===== src/rtl/fp_pkg.sv =====
// Shared types and defaults for the floating-point register file slice.
// Latency: n/a (types only).
// Backpressure: n/a.
package fp_pkg;

  localparam int unsigned FLEN_DEF  = 32;
  localparam int unsigned NREGS_DEF = 32;
  localparam int unsigned AW_DEF    = $clog2(NREGS_DEF);

  typedef logic [AW_DEF-1:0]   freg_addr_t;
  typedef logic [FLEN_DEF-1:0] freg_data_t;

  // One register-file write port: strobe, destination and payload.
  typedef struct packed {
    logic       we;
    freg_addr_t addr;
    freg_data_t data;
  } fp_wport_t;

endpackage


===== src/rtl/fp_scoreboard.sv =====
// Busy-bit scoreboard for in-flight multi-cycle FPU ops, with issue stall generation.
// Latency: stall/fire combinational; busy set/clear registered at the next edge.
// Backpressure: iss_stall_o holds issue while a source or destination is pending.
module fp_scoreboard
  import fp_pkg::*;
#(
  parameter int unsigned NREGS = NREGS_DEF,
  parameter int unsigned NRD   = 3,
  parameter int unsigned AW    = $clog2(NREGS)
) (
  input  logic                    clk_i,
  input  logic                    rst_ni,
  input  logic                    iss_valid_i,
  input  logic [AW-1:0]           iss_rd_i,
  input  logic [NRD-1:0]          iss_rs_used_i,
  input  logic [NRD-1:0][AW-1:0]  rd_addr_i,
  input  logic                    clr_i,
  input  logic [AW-1:0]           clr_addr_i,
  output logic                    iss_stall_o,
  output logic                    iss_fire_o,
  output logic [NREGS-1:0]        busy_o
);

  logic [NREGS-1:0] busy_q, busy_d;
  logic [NREGS-1:0] busy_eff;
  logic             hazard;

  // Clear-bypassed busy view, hazard check, and next busy state (set beats clear).
  always_comb begin
    busy_eff = busy_q;
    if (clr_i) begin
      busy_eff[clr_addr_i] = 1'b0;
    end
    hazard = busy_eff[iss_rd_i];
    for (int k = 0; k < NRD; k++) begin
      if (iss_rs_used_i[k] && busy_eff[rd_addr_i[k]]) begin
        hazard = 1'b1;
      end
    end
    iss_stall_o = iss_valid_i & hazard;
    iss_fire_o  = iss_valid_i & ~hazard;
    busy_d      = busy_eff;
    if (iss_fire_o) begin
      busy_d[iss_rd_i] = 1'b1;
    end
  end

  // Busy vector register; reset forgets every in-flight op.
  always_ff @(posedge clk_i or negedge rst_ni) begin
    if (!rst_ni) begin
      busy_q <= '0;
    end else begin
      busy_q <= busy_d;
    end
  end

  assign busy_o = busy_q;

endmodule


===== src/rtl/fp_regfile_sb.sv =====
// FP register file: NRD combinational reads, two prioritised write ports, optional bypass, scoreboard.
// Latency: reads 0 cycles, writes visible after 1 edge (same cycle when bypassed).
// Backpressure: iss_stall_o blocks issue on busy operands; dropped/WAW port-B writes flagged a cycle later.
module fp_regfile_sb
  import fp_pkg::*;
#(
  parameter int unsigned FLEN   = FLEN_DEF,
  parameter int unsigned NREGS  = NREGS_DEF,
  parameter int unsigned NRD    = 3,
  parameter bit          BYPASS = 1'b1,
  localparam int unsigned AW    = $clog2(NREGS)
) (
  input  logic                     clk_i,
  input  logic                     rst_ni,
  input  logic [NRD-1:0][AW-1:0]   rd_addr_i,
  output logic [NRD-1:0][FLEN-1:0] rd_data_o,
  input  logic                     fpu_we_i,
  input  logic [AW-1:0]            fpu_waddr_i,
  input  logic [FLEN-1:0]          fpu_wdata_i,
  input  logic                     mv_we_i,
  input  logic [AW-1:0]            mv_waddr_i,
  input  logic [FLEN-1:0]          mv_wdata_i,
  input  logic                     iss_valid_i,
  input  logic [AW-1:0]            iss_rd_i,
  input  logic [NRD-1:0]           iss_rs_used_i,
  output logic                     iss_stall_o,
  output logic                     iss_fire_o,
  output logic [NREGS-1:0]         busy_o,
  output logic                     wr_conflict_o
);

  typedef struct packed {
    logic            we;
    logic [AW-1:0]   addr;
    logic [FLEN-1:0] data;
  } wport_t;

  wport_t                     port_a, port_b;
  logic [NREGS-1:0][FLEN-1:0] regs_q, regs_d;
  logic                       wr_conflict_q, wr_conflict_d;
  logic                       b_drop, b_waw;

  assign port_a = '{we: fpu_we_i, addr: fpu_waddr_i, data: fpu_wdata_i};
  assign port_b = '{we: mv_we_i,  addr: mv_waddr_i,  data: mv_wdata_i};

  // Port B loses to port A on the same address; a write into a pending destination is a WAW.
  always_comb begin
    b_drop        = port_b.we & port_a.we & (port_b.addr == port_a.addr);
    b_waw         = port_b.we & busy_o[port_b.addr];
    wr_conflict_d = b_drop | b_waw;
  end

  // Next storage state: B first so A overrides it on a shared address.
  always_comb begin
    regs_d = regs_q;
    if (port_b.we && !b_drop) begin
      regs_d[port_b.addr] = port_b.data;
    end
    if (port_a.we) begin
      regs_d[port_a.addr] = port_a.data;
    end
  end

  // Storage and conflict pulse registers.
  always_ff @(posedge clk_i or negedge rst_ni) begin
    if (!rst_ni) begin
      regs_q        <= '0;
      wr_conflict_q <= 1'b0;
    end else begin
      regs_q        <= regs_d;
      wr_conflict_q <= wr_conflict_d;
    end
  end

  assign wr_conflict_o = wr_conflict_q;

  // Read muxes: optional forwarding of this cycle's writes, port A taking precedence.
  always_comb begin
    for (int k = 0; k < NRD; k++) begin
      rd_data_o[k] = regs_q[rd_addr_i[k]];
      if (BYPASS) begin
        if (port_a.we && (port_a.addr == rd_addr_i[k])) begin
          rd_data_o[k] = port_a.data;
        end else if (port_b.we && (port_b.addr == rd_addr_i[k])) begin
          rd_data_o[k] = port_b.data;
        end
      end
    end
  end

  fp_scoreboard #(
    .NREGS (NREGS),
    .NRD   (NRD),
    .AW    (AW)
  ) u_scoreboard (
    .clk_i         (clk_i),
    .rst_ni        (rst_ni),
    .iss_valid_i   (iss_valid_i),
    .iss_rd_i      (iss_rd_i),
    .iss_rs_used_i (iss_rs_used_i),
    .rd_addr_i     (rd_addr_i),
    .clr_i         (fpu_we_i),
    .clr_addr_i    (fpu_waddr_i),
    .iss_stall_o   (iss_stall_o),
    .iss_fire_o    (iss_fire_o),
    .busy_o        (busy_o)
  );

endmodule


===== config.mk =====
export PLATFORM = sky130hd
export DESIGN_NAME = fp_regfile_sb
export DESIGN_NICKNAME = d
export VERILOG_FILES = /design/src/rtl/fp_pkg.sv /design/src/rtl/fp_scoreboard.sv /design/src/rtl/fp_regfile_sb.sv
export SDC_FILE = /design/constraint.sdc
export NUM_CORES = 2
export LEC_CHECK = 0
export BUFFER_PORTS_ARGS = -buffer_cell sky130_fd_sc_hd__buf_2
export CELL_PAD_IN_SITES_DETAIL_PLACEMENT = 0
export CELL_PAD_IN_SITES_GLOBAL_PLACEMENT = 1
export CORE_MARGIN = 4
export CORE_UTILIZATION = 40
export DETAILED_ROUTE_END_ITERATION = 12
export HOLD_SLACK_MARGIN = 0.02
export PLACE_DENSITY_LB_ADDON = 0.1
export SLEW_MARGIN = 5
export SYNTH_ARGS = -nofsm -noshare
export SYNTH_HDL_FRONTEND = slang
export SYNTH_SLANG_ARGS = --single-unit

===== constraint.sdc =====
create_clock -name clk_i -period 2.74 [get_ports clk_i]
set_clock_uncertainty 0.1 [all_clocks]
set_input_delay 0.137 -clock clk_i [delete_from_list [all_inputs] [get_ports clk_i]]
set_output_delay 0.137 -clock clk_i [all_outputs]
set_load 0.005 [all_outputs]

# Word level (Yosys, flattened, before mapping)
# Index checks and enable logic that the tools add are counted.
# classes
magnitude_cmp	9
n_eq_ne	7
mux	39
n_bitwise	10
n_reduce_logical	14
# op_table
op	n
bitwise mux 1024 bit	2
two-way mux 1024 bit	2
binary-select mux 32 bit (select 5 bit)	3
two-way mux 32 bit	13
demux 32 bit (select 5 bit)	2
less-than comparator 5 x 6 -> 1 bit (second input constant)	6
== test 5 bit	7
AND 32 bit	1
inverter 32 bit	1
OR 32 bit	1
binary-select mux 1 bit (select 5 bit)	5
>= comparator 5 x 1 -> 1 bit (second input constant)	3
logical AND 1 bit	13
demux 1 bit (select 5 bit)	2
two-way mux 1 bit	10
AND 1 bit	5
logical NOT 1 bit	1
inverter 1 bit	1
OR 1 bit	1
# totals
regBits	1057
input_bits	102
out_inout_bits	131
wordCells	113

# Logic depth before layout (Yosys ltp)
# logic_depth
word_depth	16
ltp_mapped	12
mapped_depth_nobuf	8

# By module
# A second synthesis with hierarchy kept.
# unflattened
cells_unflattened	7469
hier_area_um2	78313.9
# by_module_without_submodules
mod	n_inst	cells_each	area_per_inst_um2	seq_area_each_um2
fp_regfile_sb	1	7022	74699.1	25649.6
fp_scoreboard	1	447	3614.7	800.8

# Worst setup path after synthesis
# No wires, ideal clock.
# synth_path
path_kind	in2out
start	in rd_addr_i[0] (netlist name)
end	out rd_data_o[0] (netlist name)
arrival_ps	2595
t_required_ps	2503
setup_slack_ps	-92
cell_stages	10
n_path_buf	4
cell_sequence	buf_2 buf_2 buf_2 buf_1 mux4_2 mux4_2 mux2i_1 nor2_1 a21oi_1 o21ai_0
# synth_lines
item	line	source
start, declared	fp_regfile_sb.sv:15	input logic [NRD-1:0][AW-1:0] rd_addr_i,
end, declared	fp_regfile_sb.sv:16	output logic [NRD-1:0][FLEN-1:0] rd_data_o,

==> metrics <==
run status finished, violations left; failing checks setup timing; Skew-Pair Late Insertion Delay around 0.81 ns; CTS H-Tree Depth 4; Sink Count 1,057; synthesized instance count 6,940; Crit Reg-Reg Startpoint u_scoreboard.busy_o[27]; clk root buf clkbuf_16; I/O pin total 233; DRC violations left 0; Setup Viol. Count Final 98; Routed wire per std cell 35.5 um; Mapped Avg Cell Area approximately 11 um^2; DP HPWL 227,000 um; Worst setup EP type primary output; First-pass DRT Iterations 8; area delta synth->final 22.0%; min-delay src fpu_waddr_i[2]; Crit Path Category reg -> out; end of the worst hold path u_scoreboard.busy_o[26]; GR Overflow Total 0; initial antenna violation count 8; Synthesized Nets 7,042; fin nets 7,389; fraction of layout cells with a size suffix above 1 32.2%; synthesis-stage register bit count 1,057; Main synth FF type dfrtp_1; Clock transition at path regs 0.07 ns; worst hold path type in -> reg; pin count of the biggest net entering global routing just over 100; placed cell count 9,509; Port Buffers 232; Yosys warnings 0; RSZ-0062 raised after global routing yes; Final min period 3.25 ns; max-cap viol count 0; Setup crit start kind flop; Vias per Instance 6.41; CTS Buf Count 135; gp weighted congestion 0.933; number of library cell types mapped by synthesis 61; FF-to-FF End wr_conflict_o; Slew Limit Fails 0; fin crit share 119%; Arr. time, crit path 3.01 ns; CTS tree yes; Max Clock Freq about 0.31 GHz; drt first-iter violations 7,574; hold path depth 7; Fin Hold WS 0.0374 ns; Die Width between 400 and 500 um; r2r setup slk 0.07 ns; Slew headroom approximately 27%; Rows 160; worst-path fanout max 4; power density over cell area 698 mW/mm^2; CP required 2.50 ns; Fin Setup TNS -35.77 ns; setup ws final -0.511 ns; Peak VDD IR 0.000497 V; most common cell after layout, fill and taps aside mux2i_1; number of synthesized flops with an enable pin 0; Least-Margin Pin Slew between 1 and 1.5 ns; Max clock buf depth 3; Die Y between 400 and 500 um; CP startpoint regs_q[517]; ANT nets after route 0; Routed WL 351,000 um; Tot GR Track Use 35.0%; Leakage 37.6 nW; vias in the first global route 62,300; Initial Utilization 40.2%; Die ar. 0.199 mm^2; Post-Synthesis Cell Area 0.0766 mm^2; vias between 60,000 and 70,000; first-pass GRT wire length 494,000 um; core area 0.190 mm^2; Finished Layout Cells 9,908; commonest cells after routing, fill and taps aside mux2i_1, dfrtp_1, mux4_2; R2R cell count 6; Fin. Hold Viols 0; Async S/R FF share, synth 100%; sequential element share of the synthesized area 34.5%
## cells by family after synthesis
family	after synthesis	synth area share, %
muxes	2106	43.4
and+or+nand+nor	1501	7.99
AOI/OAI and AO/OA	1343	9.00
DFF	1057	34.5
buffers and inverters	898	4.67
xor gates and xnor gates	35	0.400
## power breakdown
part | total, mW | switching, mW | internal (mW)
clock network | 19.5 | 7.94 | 11.6
registers | 24.3 | 4.46 | 19.8
logic | 21.4 | 9.06 | 12.4
## state kept, by name (all words and copies together) (netlist names)
register and flops:
u_scoreboard.busy_o 32, regs_q 1024, wr_conflict_o 1
## cell usage after synthesis, drive strengths merged, types with 3 or more instances
library cell	count	area share [%]
o41ai	3	0.034
a31oi	3	0.025
nor3	21	0.17
inv	11	0.054
clkbuf	556	2.7
mux4	973	29
o221ai	3	0.034
nand2	667	3.3
nand4	44	0.36
xnor2	16	0.18
and3	10	0.082
o21ai	676	4.4
nor2	673	3.3
and4b	4	0.052
nand2b	10	0.082
buf	331	1.9
nor3b	7	0.069
nand4bb	3	0.044
xor2	19	0.22
or2	5	0.041
o2111ai	9	0.10
mux2i	1131	15
a21oi	608	4.0
o31ai	5	0.049
nand3	15	0.098
nand3b	6	0.059
o32ai	3	0.034
dfrtp	1057	35
o22ai	14	0.11
nor4	10	0.090
nor2b	13	0.11
o211ai	7	0.069
nand4b	3	0.054
## worst max-delay path: stages, from the launching register on
cell and delay [ns]:
dfrtp_1 0.42, mux4_2 0.49, mux4_2 0.52, mux2i_2 0.21
nor2_1 0.07, a21oi_1 0.13, buf_4 0.18, o21ai_2 0.07
buf_2 0.13
## metal layers
layer | global-route usage (%) | wire (um) | vias up
met5 | 0 | 22 | -
met4 | 15.1 | 18200 | 4
met3 | 7.56 | 31200 | 787
met2 | 54.1 | 160000 | 3418
met1 | 47.8 | 142000 | 32700
li1 | - | - | 26700
## metrics by stage
| stage | power [mW] | util, % | cell area [um^2] | worst slack [ns] |
|---|---|---|---|---|
| final | 65.2 | 49.1 | 93500 | -0.511 |
| after global routing | 68.1 | 49.1 | 93400 | -0.604 |
| after CTS | 64.9 | 48.9 | 93100 | -0.697 |
| after detailed placement | 44.4 | 45.5 | 86600 | -0.528 |
| after global placement | 43.8 | 45.5 | 86600 | -0.616 |
| after floorplan | 36.8 | - | 76600 | 0.000388 |
## what timing repair did
| action | CTS | global route |
|---|---|---|
| hold buffers | 128 | 0 |
| setup endpoints to repair | 124 | 126 |
| setup buffers | 22 | 9 |
| hold endpoints to repair | 2114 | 0 |
| gates resized for setup | 188 | 78 |
| pin swaps | 28 | 56 |
## worst max-delay path by stage
| stage | to | slack [ns] | cells after the start |
|---|---|---|---|
| 2_1_floorplan | rd_data_o[33] | 0.0004 | 9 |
| 3_3_place_gp | u_scoreboard.busy_o[31] | -0.62 | 13 |
| 5_1_grt | rd_data_o[70] | -0.60 | 8 |
| 6_report | rd_data_o[69] | -0.51 | 8 |
| 3_5_place_dp | u_scoreboard.busy_o[31] | -0.53 | 13 |
| 4_1_cts | iss_stall_o | -0.70 | 9 |
## cell type report
| class | count | area (um^2) |
|---|---|---|
| diodes | 4 | 10.0 |
| clock buffers | 187 | 3880 |
| clock inverters | 56 | 868 |
| flip-flops and latches | 1057 | 26500 |
| multi-input cells | 4985 | 47700 |
| well taps | 2511 | 3140 |
| inverters | 11 | 43.8 |
| repair buffers | 1097 | 11400 |
| fillers | 17100 | 96900 |
No activity file was read; power rests on OpenSTA's default activity.
